[src/rtl/cart_pkg.sv]
// Shared constants and address-mapping helpers for the MBC1 cartridge responder.
// Define MBC1_MULTICART_EN for MBC1M wiring (4-bit bank1, bank2 shifted by 4).
package cart_pkg;

   localparam logic [15:0] REG_RAMEN = 16'h0000;
   localparam logic [15:0] REG_BANK1 = 16'h2000;
   localparam logic [15:0] REG_BANK2 = 16'h4000;
   localparam logic [15:0] REG_MODE  = 16'h6000;
   localparam logic [15:0] RAM_BASE  = 16'hA000;

   localparam logic [7:0] OPEN_BUS = 8'hFF;

   localparam logic [1:0] ST_IDLE  = 2'd0;
   localparam logic [1:0] ST_FETCH = 2'd1;
   localparam logic [1:0] ST_WAIT  = 2'd2;
   localparam logic [1:0] ST_DRIVE = 2'd3;

   // Bank 0 is never selectable through bank1; writing it selects bank 1.
   function automatic logic [4:0] bank1Value(input logic [4:0] din);
`ifdef MBC1_MULTICART_EN
      return (din[3:0] == 4'd0) ? 5'd1 : {1'b0, din[3:0]};
`else
      return (din == 5'd0) ? 5'd1 : din;
`endif
   endfunction

   function automatic logic [20:0] mapRom(input logic [14:0] a, input logic [4:0] bank1,
                                          input logic [1:0] bank2, input logic mode);
      logic [6:0] bank;
`ifdef MBC1_MULTICART_EN
      if (a[14]) bank = {1'b0, bank2, bank1[3:0]};
      else       bank = mode ? {1'b0, bank2, 4'd0} : 7'd0;
`else
      if (a[14]) bank = {bank2, bank1};
      else       bank = mode ? {bank2, 5'd0} : 7'd0;
`endif
      return {bank, a[13:0]};
   endfunction

   function automatic logic [14:0] mapRam(input logic [12:0] a, input logic [1:0] bank2,
                                          input logic mode);
      return {(mode ? bank2 : 2'd0), a};
   endfunction

endpackage

[src/rtl/cart_bus_sync.sv]
// Synchroniser for one console strobe, with single-cycle rising/falling edge pulses.
module cart_bus_sync #(
   parameter int STAGES = 2
) (
   input  logic clk,
   input  logic rst,
   input  logic strobe_i,
   output logic sync_o,
   output logic rise_o,
   output logic fall_o
);

   logic [STAGES-1:0] chain_q;
   logic              last_q;

   always_ff @(posedge clk or posedge rst) begin
      if (rst) begin
         chain_q <= '0;
         last_q  <= 1'b0;
      end else begin
         chain_q <= {chain_q[STAGES-2:0], strobe_i};
         last_q  <= chain_q[STAGES-1];
      end
   end

   assign sync_o = chain_q[STAGES-1];
   assign rise_o = chain_q[STAGES-1] & ~last_q;
   assign fall_o = ~chain_q[STAGES-1] & last_q;

endmodule

[src/rtl/cart_mbc1.sv]
// MBC1 cartridge responder: decodes console register writes and maps reads onto ROM/RAM ports.
// Define MBC1_MULTICART_EN to build the MBC1M (multicart) bank wiring.
module cart_mbc1
   import cart_pkg::*;
#(
   parameter int ROM_ADDR_W  = 21,
   parameter int RAM_ADDR_W  = 15,
   parameter int MEM_LATENCY = 2,
   parameter int SYNC_STAGES = 2
) (
   input  logic                  clk,
   input  logic                  rst,
   input  logic [15:0]           gb_a,
   input  logic [7:0]            gb_din,
   input  logic                  gb_rd,
   input  logic                  gb_wr,
   output logic [7:0]            cart_dout,
   output logic                  cart_oe,
   output logic [ROM_ADDR_W-1:0] rom_addr,
   output logic                  rom_rd,
   input  logic [7:0]            rom_data,
   output logic [RAM_ADDR_W-1:0] ram_addr,
   output logic                  ram_rd,
   output logic                  ram_we,
   output logic [7:0]            ram_wdata,
   input  logic [7:0]            ram_data
);

   localparam int CNT_W = (MEM_LATENCY > 1) ? $clog2(MEM_LATENCY) : 1;
   localparam logic [CNT_W-1:0] CNT_LAST = CNT_W'(MEM_LATENCY - 1);

   logic rdSync, rdRise, rdFall, wrSync, wrRise, wrFall;
   logic unusedStrobes;

   cart_bus_sync #(.STAGES(SYNC_STAGES)) uRdSync (
      .clk(clk), .rst(rst), .strobe_i(gb_rd),
      .sync_o(rdSync), .rise_o(rdRise), .fall_o(rdFall)
   );

   cart_bus_sync #(.STAGES(SYNC_STAGES)) uWrSync (
      .clk(clk), .rst(rst), .strobe_i(gb_wr),
      .sync_o(wrSync), .rise_o(wrRise), .fall_o(wrFall)
   );

   assign unusedStrobes = rdFall ^ wrSync ^ wrFall;

   logic [1:0]            state_q, state_d;
   logic [CNT_W-1:0]      cnt_q, cnt_d;
   logic                  isRam_q, isRam_d;
   logic                  ramEn_q, ramEn_d;
   logic [4:0]            bank1_q, bank1_d;
   logic [1:0]            bank2_q, bank2_d;
   logic                  mode_q, mode_d;
   logic [ROM_ADDR_W-1:0] romAddr_q, romAddr_d;
   logic [RAM_ADDR_W-1:0] ramAddr_q, ramAddr_d;
   logic [7:0]            ramWdata_q, ramWdata_d;
   logic                  ramWe_q, ramWe_d;
   logic [7:0]            dout_q, dout_d;
   logic                  readOwned;

   assign readOwned = (gb_a[15] == 1'b0) || (gb_a[15:13] == RAM_BASE[15:13]);

   // Writes act in every state; a read is accepted only from IDLE and loses to a simultaneous write.
   always_comb begin
      state_d    = state_q;
      cnt_d      = cnt_q;
      isRam_d    = isRam_q;
      ramEn_d    = ramEn_q;
      bank1_d    = bank1_q;
      bank2_d    = bank2_q;
      mode_d     = mode_q;
      romAddr_d  = romAddr_q;
      ramAddr_d  = ramAddr_q;
      ramWdata_d = ramWdata_q;
      ramWe_d    = 1'b0;
      dout_d     = dout_q;

      if (wrRise) begin
         case (gb_a[15:13])
            REG_RAMEN[15:13]: ramEn_d = (gb_din[3:0] == 4'hA);
            REG_BANK1[15:13]: bank1_d = bank1Value(gb_din[4:0]);
            REG_BANK2[15:13]: bank2_d = gb_din[1:0];
            REG_MODE[15:13]:  mode_d  = gb_din[0];
            RAM_BASE[15:13]: begin
               if (ramEn_q) begin
                  ramWe_d    = 1'b1;
                  ramAddr_d  = RAM_ADDR_W'(mapRam(gb_a[12:0], bank2_q, mode_q));
                  ramWdata_d = gb_din;
               end
            end
            default: ;
         endcase
      end

      case (state_q)
         ST_IDLE: begin
            if (rdRise && !wrRise && readOwned) begin
               state_d = ST_FETCH;
               isRam_d = gb_a[15];
               if (gb_a[15]) ramAddr_d = RAM_ADDR_W'(mapRam(gb_a[12:0], bank2_q, mode_q));
               else          romAddr_d = ROM_ADDR_W'(mapRom(gb_a[14:0], bank1_q, bank2_q, mode_q));
            end
         end
         ST_FETCH: begin
            cnt_d = '0;
            if (isRam_q && !ramEn_q) begin
               dout_d  = OPEN_BUS;
               state_d = ST_DRIVE;
            end else begin
               state_d = ST_WAIT;
            end
         end
         ST_WAIT: begin
            if (cnt_q == CNT_LAST) begin
               dout_d  = isRam_q ? ram_data : rom_data;
               state_d = ST_DRIVE;
            end else begin
               cnt_d = cnt_q + 1'b1;
            end
         end
         default: begin
            if (!rdSync) state_d = ST_IDLE;
         end
      endcase
   end

   always_ff @(posedge clk or posedge rst) begin
      if (rst) begin
         state_q    <= ST_IDLE;
         cnt_q      <= '0;
         isRam_q    <= 1'b0;
         ramEn_q    <= 1'b0;
         bank1_q    <= 5'd1;
         bank2_q    <= 2'd0;
         mode_q     <= 1'b0;
         romAddr_q  <= '0;
         ramAddr_q  <= '0;
         ramWdata_q <= '0;
         ramWe_q    <= 1'b0;
         dout_q     <= OPEN_BUS;
      end else begin
         state_q    <= state_d;
         cnt_q      <= cnt_d;
         isRam_q    <= isRam_d;
         ramEn_q    <= ramEn_d;
         bank1_q    <= bank1_d;
         bank2_q    <= bank2_d;
         mode_q     <= mode_d;
         romAddr_q  <= romAddr_d;
         ramAddr_q  <= ramAddr_d;
         ramWdata_q <= ramWdata_d;
         ramWe_q    <= ramWe_d;
         dout_q     <= dout_d;
      end
   end

   assign cart_oe   = (state_q == ST_DRIVE);
   assign cart_dout = dout_q;
   assign rom_addr  = romAddr_q;
   assign rom_rd    = (state_q == ST_FETCH) && !isRam_q;
   assign ram_addr  = ramAddr_q;
   assign ram_rd    = (state_q == ST_FETCH) && isRam_q && ramEn_q;
   assign ram_we    = ramWe_q;
   assign ram_wdata = ramWdata_q;

endmodule

[config.mk]
export PLATFORM = sky130hd
export DESIGN_NAME = cart_mbc1
export DESIGN_NICKNAME = d
export VERILOG_FILES = /design/src/rtl/cart_pkg.sv /design/src/rtl/cart_bus_sync.sv /design/src/rtl/cart_mbc1.sv
export SDC_FILE = /design/constraint.sdc
export NUM_CORES = 1
export LEC_CHECK = 0
export CAP_MARGIN = 10
export CORE_MARGIN = 2
export CORE_UTILIZATION = 45
export DETAILED_ROUTE_END_ITERATION = 8
export GPL_TIMING_DRIVEN = 0
export HOLD_SLACK_MARGIN = 0.12
export PLACE_DENSITY = 0.83
export RECOVER_POWER = 100
export REMOVE_ABC_BUFFERS = 1
export SKIP_CTS_REPAIR_TIMING = 1
export SLEW_MARGIN = 15
export SYNTH_ARGS = -nofsm -noshare
export SYNTH_HDL_FRONTEND = slang
export SYNTH_SLANG_ARGS = --single-unit
[constraint.sdc]
create_clock -name clk -period 2.55 [get_ports clk]
set_clock_uncertainty 0.15 [all_clocks]
set_input_delay 0.3825 -clock clk [delete_from_list [all_inputs] [get_ports clk]]
set_output_delay 0.3825 -clock clk [all_outputs]
set_load 0.01 [all_outputs]
==> results of run 1 <==
[synthesized netlist by cell type (all sizes together)]
cell type,instances
a21oi,1
a222oi,1
a22oi,1
a31oi,8
a41oi,1
and2b,1
and3,1
buf,5
clkbuf,3
dfrtp,63
dfstp,9
ha,4
inv,8
mux2,44
mux2i,10
nand2,19
nand2b,2
nand3,2
nand3b,2
nand4,1
nor2,13
nor2b,2
nor3b,1
nor4,2
nor4b,1
nor4bb,1
o211ai,1
o21ai,12
o21bai,1
[registers in the layout (all words and copies together), names as in the netlist, 2 cells and up]
name / count
bank1_q: 5
uRdSync.chain_q: 2
bank2_q: 2
ram_wdata: 8
ram_addr: 15
uWrSync.chain_q: 2
state_q: 2
cart_dout: 8
rom_addr: 21
[worst reg2reg max path, cell delays in order (launching register included)]
cell and delay [ns]:
dfrtp_1 0.41, inv_1 0.10, ha_1 0.27, nand4_2 0.66, mux2_2 0.54
[through the flow]
stage | hold WS, ns | instance area (sq um) | cells | total power, W | setup slack [ns]
6_report | 0.202 | 4200 | 410 | 0.00430 | 0.139
5_1_grt | 0.208 | 4200 | 410 | 0.00459 | 0.0530
4_1_cts | 0.205 | 4230 | 405 | 0.00457 | -0.0936
3_5_place_dp | 0.189 | 4060 | 389 | 0.00376 | -0.450
3_3_place_gp | 0.182 | 4030 | 388 | 0.00369 | -0.931
2_1_floorplan | 0.181 | 2950 | 212 | 0.00275 | 0.207
[cell type report]
type,count,area [sq um]
fillers,515,2180
clock buffers,11,141
well taps,77,96.3
multi-input cells,132,1060
flip-flops and latches,72,1810
clock inverters,5,32.5
inverters,8,31.3
repair buffers,105,1030
[worst paths after layout]
kind | startpoint | endpoint | slack (ns) | cells after the start
max | gb_a[14] | ram_addr[2]$_DFF_PP0_ | 0.14 | 6
min | uWrSync.chain_q[0]$_DFF_PP0_ | uWrSync.chain_q[1]$_DFF_PP0_ | 0.20 | 0
max reg2reg | state_q[1]$_DFFE_PP0P_ | rom_addr[12]$_DFFE_PP0P_ | 0.30 | 4
min reg2reg | uWrSync.chain_q[0]$_DFF_PP0_ | uWrSync.chain_q[1]$_DFF_PP0_ | 0.20 | 0
max in group asynchronous | rst | ram_addr[13]$_DFF_PP0_ | 0.43 | 3
min in group asynchronous | rst | ram_addr[10]$_DFF_PP0_ | 0.62 | 2
[cells by family (layout without fill, tap and decap cells)]
group,Yosys count,after routing
DFF,72,72
muxes,54,54
and+or+nand+nor,48,48
AOI/OAI and AO/OA,26,26
buffers and inverters,16,129
adders and majority gates,4,4
[routing by layer]
| layer | up-vias | wire [um] | GRT usage |
|---|---|---|---|
| met5 | - | 0 | 0 |
| met4 | 0 | 80 | 0.0649 |
| met3 | 7 | 342 | 0.0568 |
| met2 | 60 | 3040 | 0.282 |
| met1 | 1024 | 2650 | 0.234 |
| li1 | 995 | - | - |
[layout by cell type, fill, tap and decap left out, types with 2 or more instances in the layout]
master,count
dfstp_2,9
buf_4,2
ha_1,4
clkinv_4,2
clkbuf_8,10
clkinv_2,3
nand2_1,19
clkbuf_4,2
clkdlybuf4s50_1,39
dfrtp_1,63
clkbuf_1,2
mux2_1,8
dlygate4sd3_1,60
o21ai_0,12
a31oi_1,8
nor2_1,13
mux2i_1,10
nor4_1,2
inv_1,6
nand3_1,2
mux2_2,36
nand3b_1,2
[power groups by stage]
stage | Sequential, W | Clock (W) | Combinational, W
CTS | 0.00188 | 0.000817 | 0.00187
detailed placement | 0.00190 | 0 | 0.00186
finish | 0.00185 | 0.000796 | 0.00166
global placement | 0.00187 | 0 | 0.00182
global route | 0.00192 | 0.000870 | 0.00180
floorplan | 0.00204 | 0 | 0.000715
==> metrics, run 1 <==
Worst Tran Pin Value 1.28 ns; Slowest-stage cell, CP dlygate4sd3_1; drt wl/cell 14.9 um; number of CTS-inserted buffers 9; worst endpoint data arrival time 2.48 ns; CTS sink cnt 72; final worst-path cycle share 0.945; CTS tree yes; DR vias 2086; ANT nets after route 0; largest net degree at the start of global routing 44; Vias per Instance 5.09; mux share of post-synthesis cell area 0.208; share of layout cells above drive strength 1 0.213; Synth top area share 0.525; Reg clk slew, reported paths 0.08 ns; Hold Crit Class flop to flop; Net Sw Frac 0.319; worst path cell trace dlygate4sd3_1 -> nor2b_4 -> nor4b_1 -> buf_4 -> o21bai_4 -> mux2_2; Synth Area in Simple Gates 0.0867; combinational family with the most area after synthesis multiplexers; port buffer count 99; Req. time, crit path 2.62 ns; Max Fclk 0.415 GHz; synth unique cells 36; Final Hold Violating Endpoints 0; grt total ovfl 0; CP top delay family buffers and inverters; final net count 376; final setup fails 0; switching power total 0.00137 W; root buffer cell clkbuf_8; DR pass1 iterations 4; Synth Area in Adders 0.0167; complex-gate fraction of the synthesized area 0.0558; Rel. slew slack 0.143; synthesized area 3000 sq um; synthesized flop and latch total 72; row count 29; syn_area_per_cell 13.6 sq um; WS Path Type primary input to flop; H-tree Lvls 3; Tot GR Track Use 0.179; sequential share of power 0.430; Power Density 1020 nW/um^2; status finished, final reports clean; worst-path fanout max 15; Starting Density 0.470; Final GP Congestion 0.757; kind of end point of the critical path flop; Setup TNS Final 0 ns; Clk pwr share 0.185; dpl hpwl 4380 um; Synth warnings 0; die height 85.7 um; num ports 100; First DRT Iteration DRCs 33; Die W 85.7 um; number of global-route vias before repair 2061; Synth area leader dfrtp_1; synth top area cells dfrtp_1, mux2_2, dfstp_2; core footprint 6390 sq um; area of the die 7340 sq um; first-pass GRT wire length 10100 um; part of the power in combinational logic 0.385; clock latency on the worst-skew pair 0.33 ns; crit path time final 2.41 ns; CTS max path bufs 2; area grow syn2layout 40.0%; final core utilization 0.658; Startpoint Class primary input; initial antenna violation count 0; WP buf/inv 2; DR DRC count 0; CP peak stage delay 0.71 ns; maxcap violations 0; Leak Pwr 1.85 nW; Slew Viols, Final 0; ANT cells 0; RSZ-0062 raised after global routing no; Worst IR Drop VDD 0.595 mV; cell internal pwr 0.00293 W; cells after synthesis 220; final WL 6120 um; xor and xnor area share after synthesis 0; sequential area share after synthesis 0.604
No activity file was read; power rests on OpenSTA's default activity.
==> run 2: changes to the inputs <==
--- a/config.mk
+++ b/config.mk
@@ -8,7 +8,9 @@
 export CAP_MARGIN = 10
 export CORE_MARGIN = 2
 export CORE_UTILIZATION = 45
+export CTS_BUF_LIST = sky130_fd_sc_hd__clkbuf_16
 export DETAILED_ROUTE_END_ITERATION = 8
+export GPL_ROUTABILITY_DRIVEN = 1
 export GPL_TIMING_DRIVEN = 0
 export HOLD_SLACK_MARGIN = 0.12
 export PLACE_DENSITY = 0.83
==> constraint.sdc (replaced) <==
create_clock -name clk -period 2.7 [get_ports clk]
set_clock_uncertainty 0.15 [all_clocks]
set_input_delay 0.405 -clock clk [delete_from_list [all_inputs] [get_ports clk]]
set_output_delay 0.405 -clock clk [all_outputs]
set_load 0.01 [all_outputs]
==> metrics, run 2 (synthesis gave the netlist of run 1 again) <==
Worst Tran Pin Value 1.28 ns; final net count 376; DR DRC count 0; RSZ-0062 raised after global routing no; clock latency on the worst-skew pair 0.32 ns; first-pass GRT wire length 10200 um; Power Density 1010 nW/um^2; CTS tree yes; Starting Density 0.470; Rel. slew slack 0.143; Worst Hold Path Cells 0; First DRT Iteration DRCs 25; worst-path fanout max 15; number of global-route vias before repair 2091; reg2reg setup slack 0.39 ns; H-tree Lvls 3; Hold Crit Class flop to flop; dpl hpwl 4380 um; Die W 85.7 um; CTS max path bufs 2; Final Hold Violating Endpoints 0; port buffer count 99; dpl cells 389; Startpoint Class primary input; Worst R2R End cart_dout[6]$_DFFE_PP1P_; ANT cells 0; max reg flops 21; num ports 100; ANT nets after route 0; share of layout cells above drive strength 1 0.207; FF-to-FF Start state_q[0]$_DFFE_PP0P_; Req. time, crit path 2.75 ns; worst endpoint data arrival time 2.52 ns; Worst IR Drop VDD 0.542 mV; final worst-path cycle share 0.916; number of CTS-inserted buffers 9; Final GP Congestion 0.757; grt total ovfl 0; PnR Total Power 0.00435 W; r2r worst-path depth 7; non-filler instance count after layout 410; area of the die 7340 sq um; Tot GR Track Use 0.180; critical hold path startpoint uWrSync.chain_q[0]$_DFF_PP0_; row count 29; largest net degree at the start of global routing 44; Slowest-stage cell, CP dlygate4sd3_1; Vias per Instance 5.09; WP buf/inv 2; Hold Crit Endpoint uWrSync.chain_q[1]$_DFF_PP0_; maxcap violations 0; CP top delay family buffers and inverters; area grow syn2layout 43.0%; CP peak stage delay 0.71 ns; WS Path Type primary input to flop; kind of end point of the critical path flop; die height 85.7 um; Max Fclk 0.404 GHz; final WL 6160 um; WP depth 6; commonest non-fill, non-tap cell in the layout dfrtp_1; drt wl/cell 15.0 um; worst path cell trace dlygate4sd3_1 -> nor2b_4 -> nor4b_1 -> buf_4 -> o21bai_4 -> mux2_2; root buffer cell clkbuf_16; CTS sink cnt 72; crit path time final 2.47 ns; DR pass1 iterations 4; initial antenna violation count 0; core footprint 6390 sq um; status finished, final reports clean; DR vias 2088; final setup fails 0; Leak Pwr 1.90 nW; Reg clk slew, reported paths 0.06 ns; Slew Viols, Final 0; most frequent cells in the layout dfrtp_1, dlygate4sd3_1, clkdlybuf4s50_1
-- run 2: report_power, final --
part | switching (W) | internal, W | total, W | leakage (nW)
sequential | 0.000228 | 0.00152 | 0.00175 | 0.878
combinational | 0.000675 | 0.000888 | 0.00156 | 0.885
clock | 0.000427 | 0.000612 | 0.00104 | 0.138
-- run 2: layout make-up --
type	instances	area, sq um
multi-input cells	132	1060
flip-flops and latches	72	1810
clock inverters	7	40.0
clock buffers	9	225
well taps	77	96.3
repair buffers	105	1030
fillers	493	2090
inverters	8	31.3
-- run 2: layer usage --
layer / routed length [um] / track usage / up-vias
li1: - / - / 997
met1: 2640 / 0.234 / 1024
met2: 3090 / 0.286 / 61
met3: 362 / 0.0510 / 6
met4: 65 / 0.0693 / 0
met5: 0 / 0 / -
-- run 2: worst max path at each step --
stage	from	to	slack, ns
3_5_place_dp	gb_a[14]	ram_addr[0]$_DFF_PP0_	-0.32
4_1_cts	gb_a[14]	ram_addr[2]$_DFF_PP0_	0.009
3_3_place_gp	rst	rom_addr[17]$_DFFE_PP0P_	-0.80
5_1_grt	gb_a[14]	ram_addr[2]$_DFF_PP0_	0.15
6_report	gb_a[14]	ram_addr[2]$_DFF_PP0_	0.23
2_1_floorplan	rst	bank1_q[1]$_DFFE_PP0P_	0.33
-- run 2: worst reg2reg max path, cell delays in order, from the launching register on --
cell and delay [ns]:
dfrtp_1 0.40, inv_1 0.09, ha_1 0.42, nand2b_1 0.10, a22oi_1 0.35, clkbuf_1 0.45
nor2_1 0.09, a31oi_1 0.17
-- run 2: stage by stage --
step                utilization  cell area [sq um]  worst slack (ns)  hold slack [ns]  setup TNS, ns
finish                    0.672               4290             0.227            0.199              0
global route              0.672               4290             0.150            0.203              0
CTS                       0.677               4320           0.00886            0.201              0
detailed placement        0.635               4060            -0.322            0.189          -3.94
global placement          0.632               4030            -0.804            0.182         -55.58
floorplan                     -               2950             0.335            0.181              0
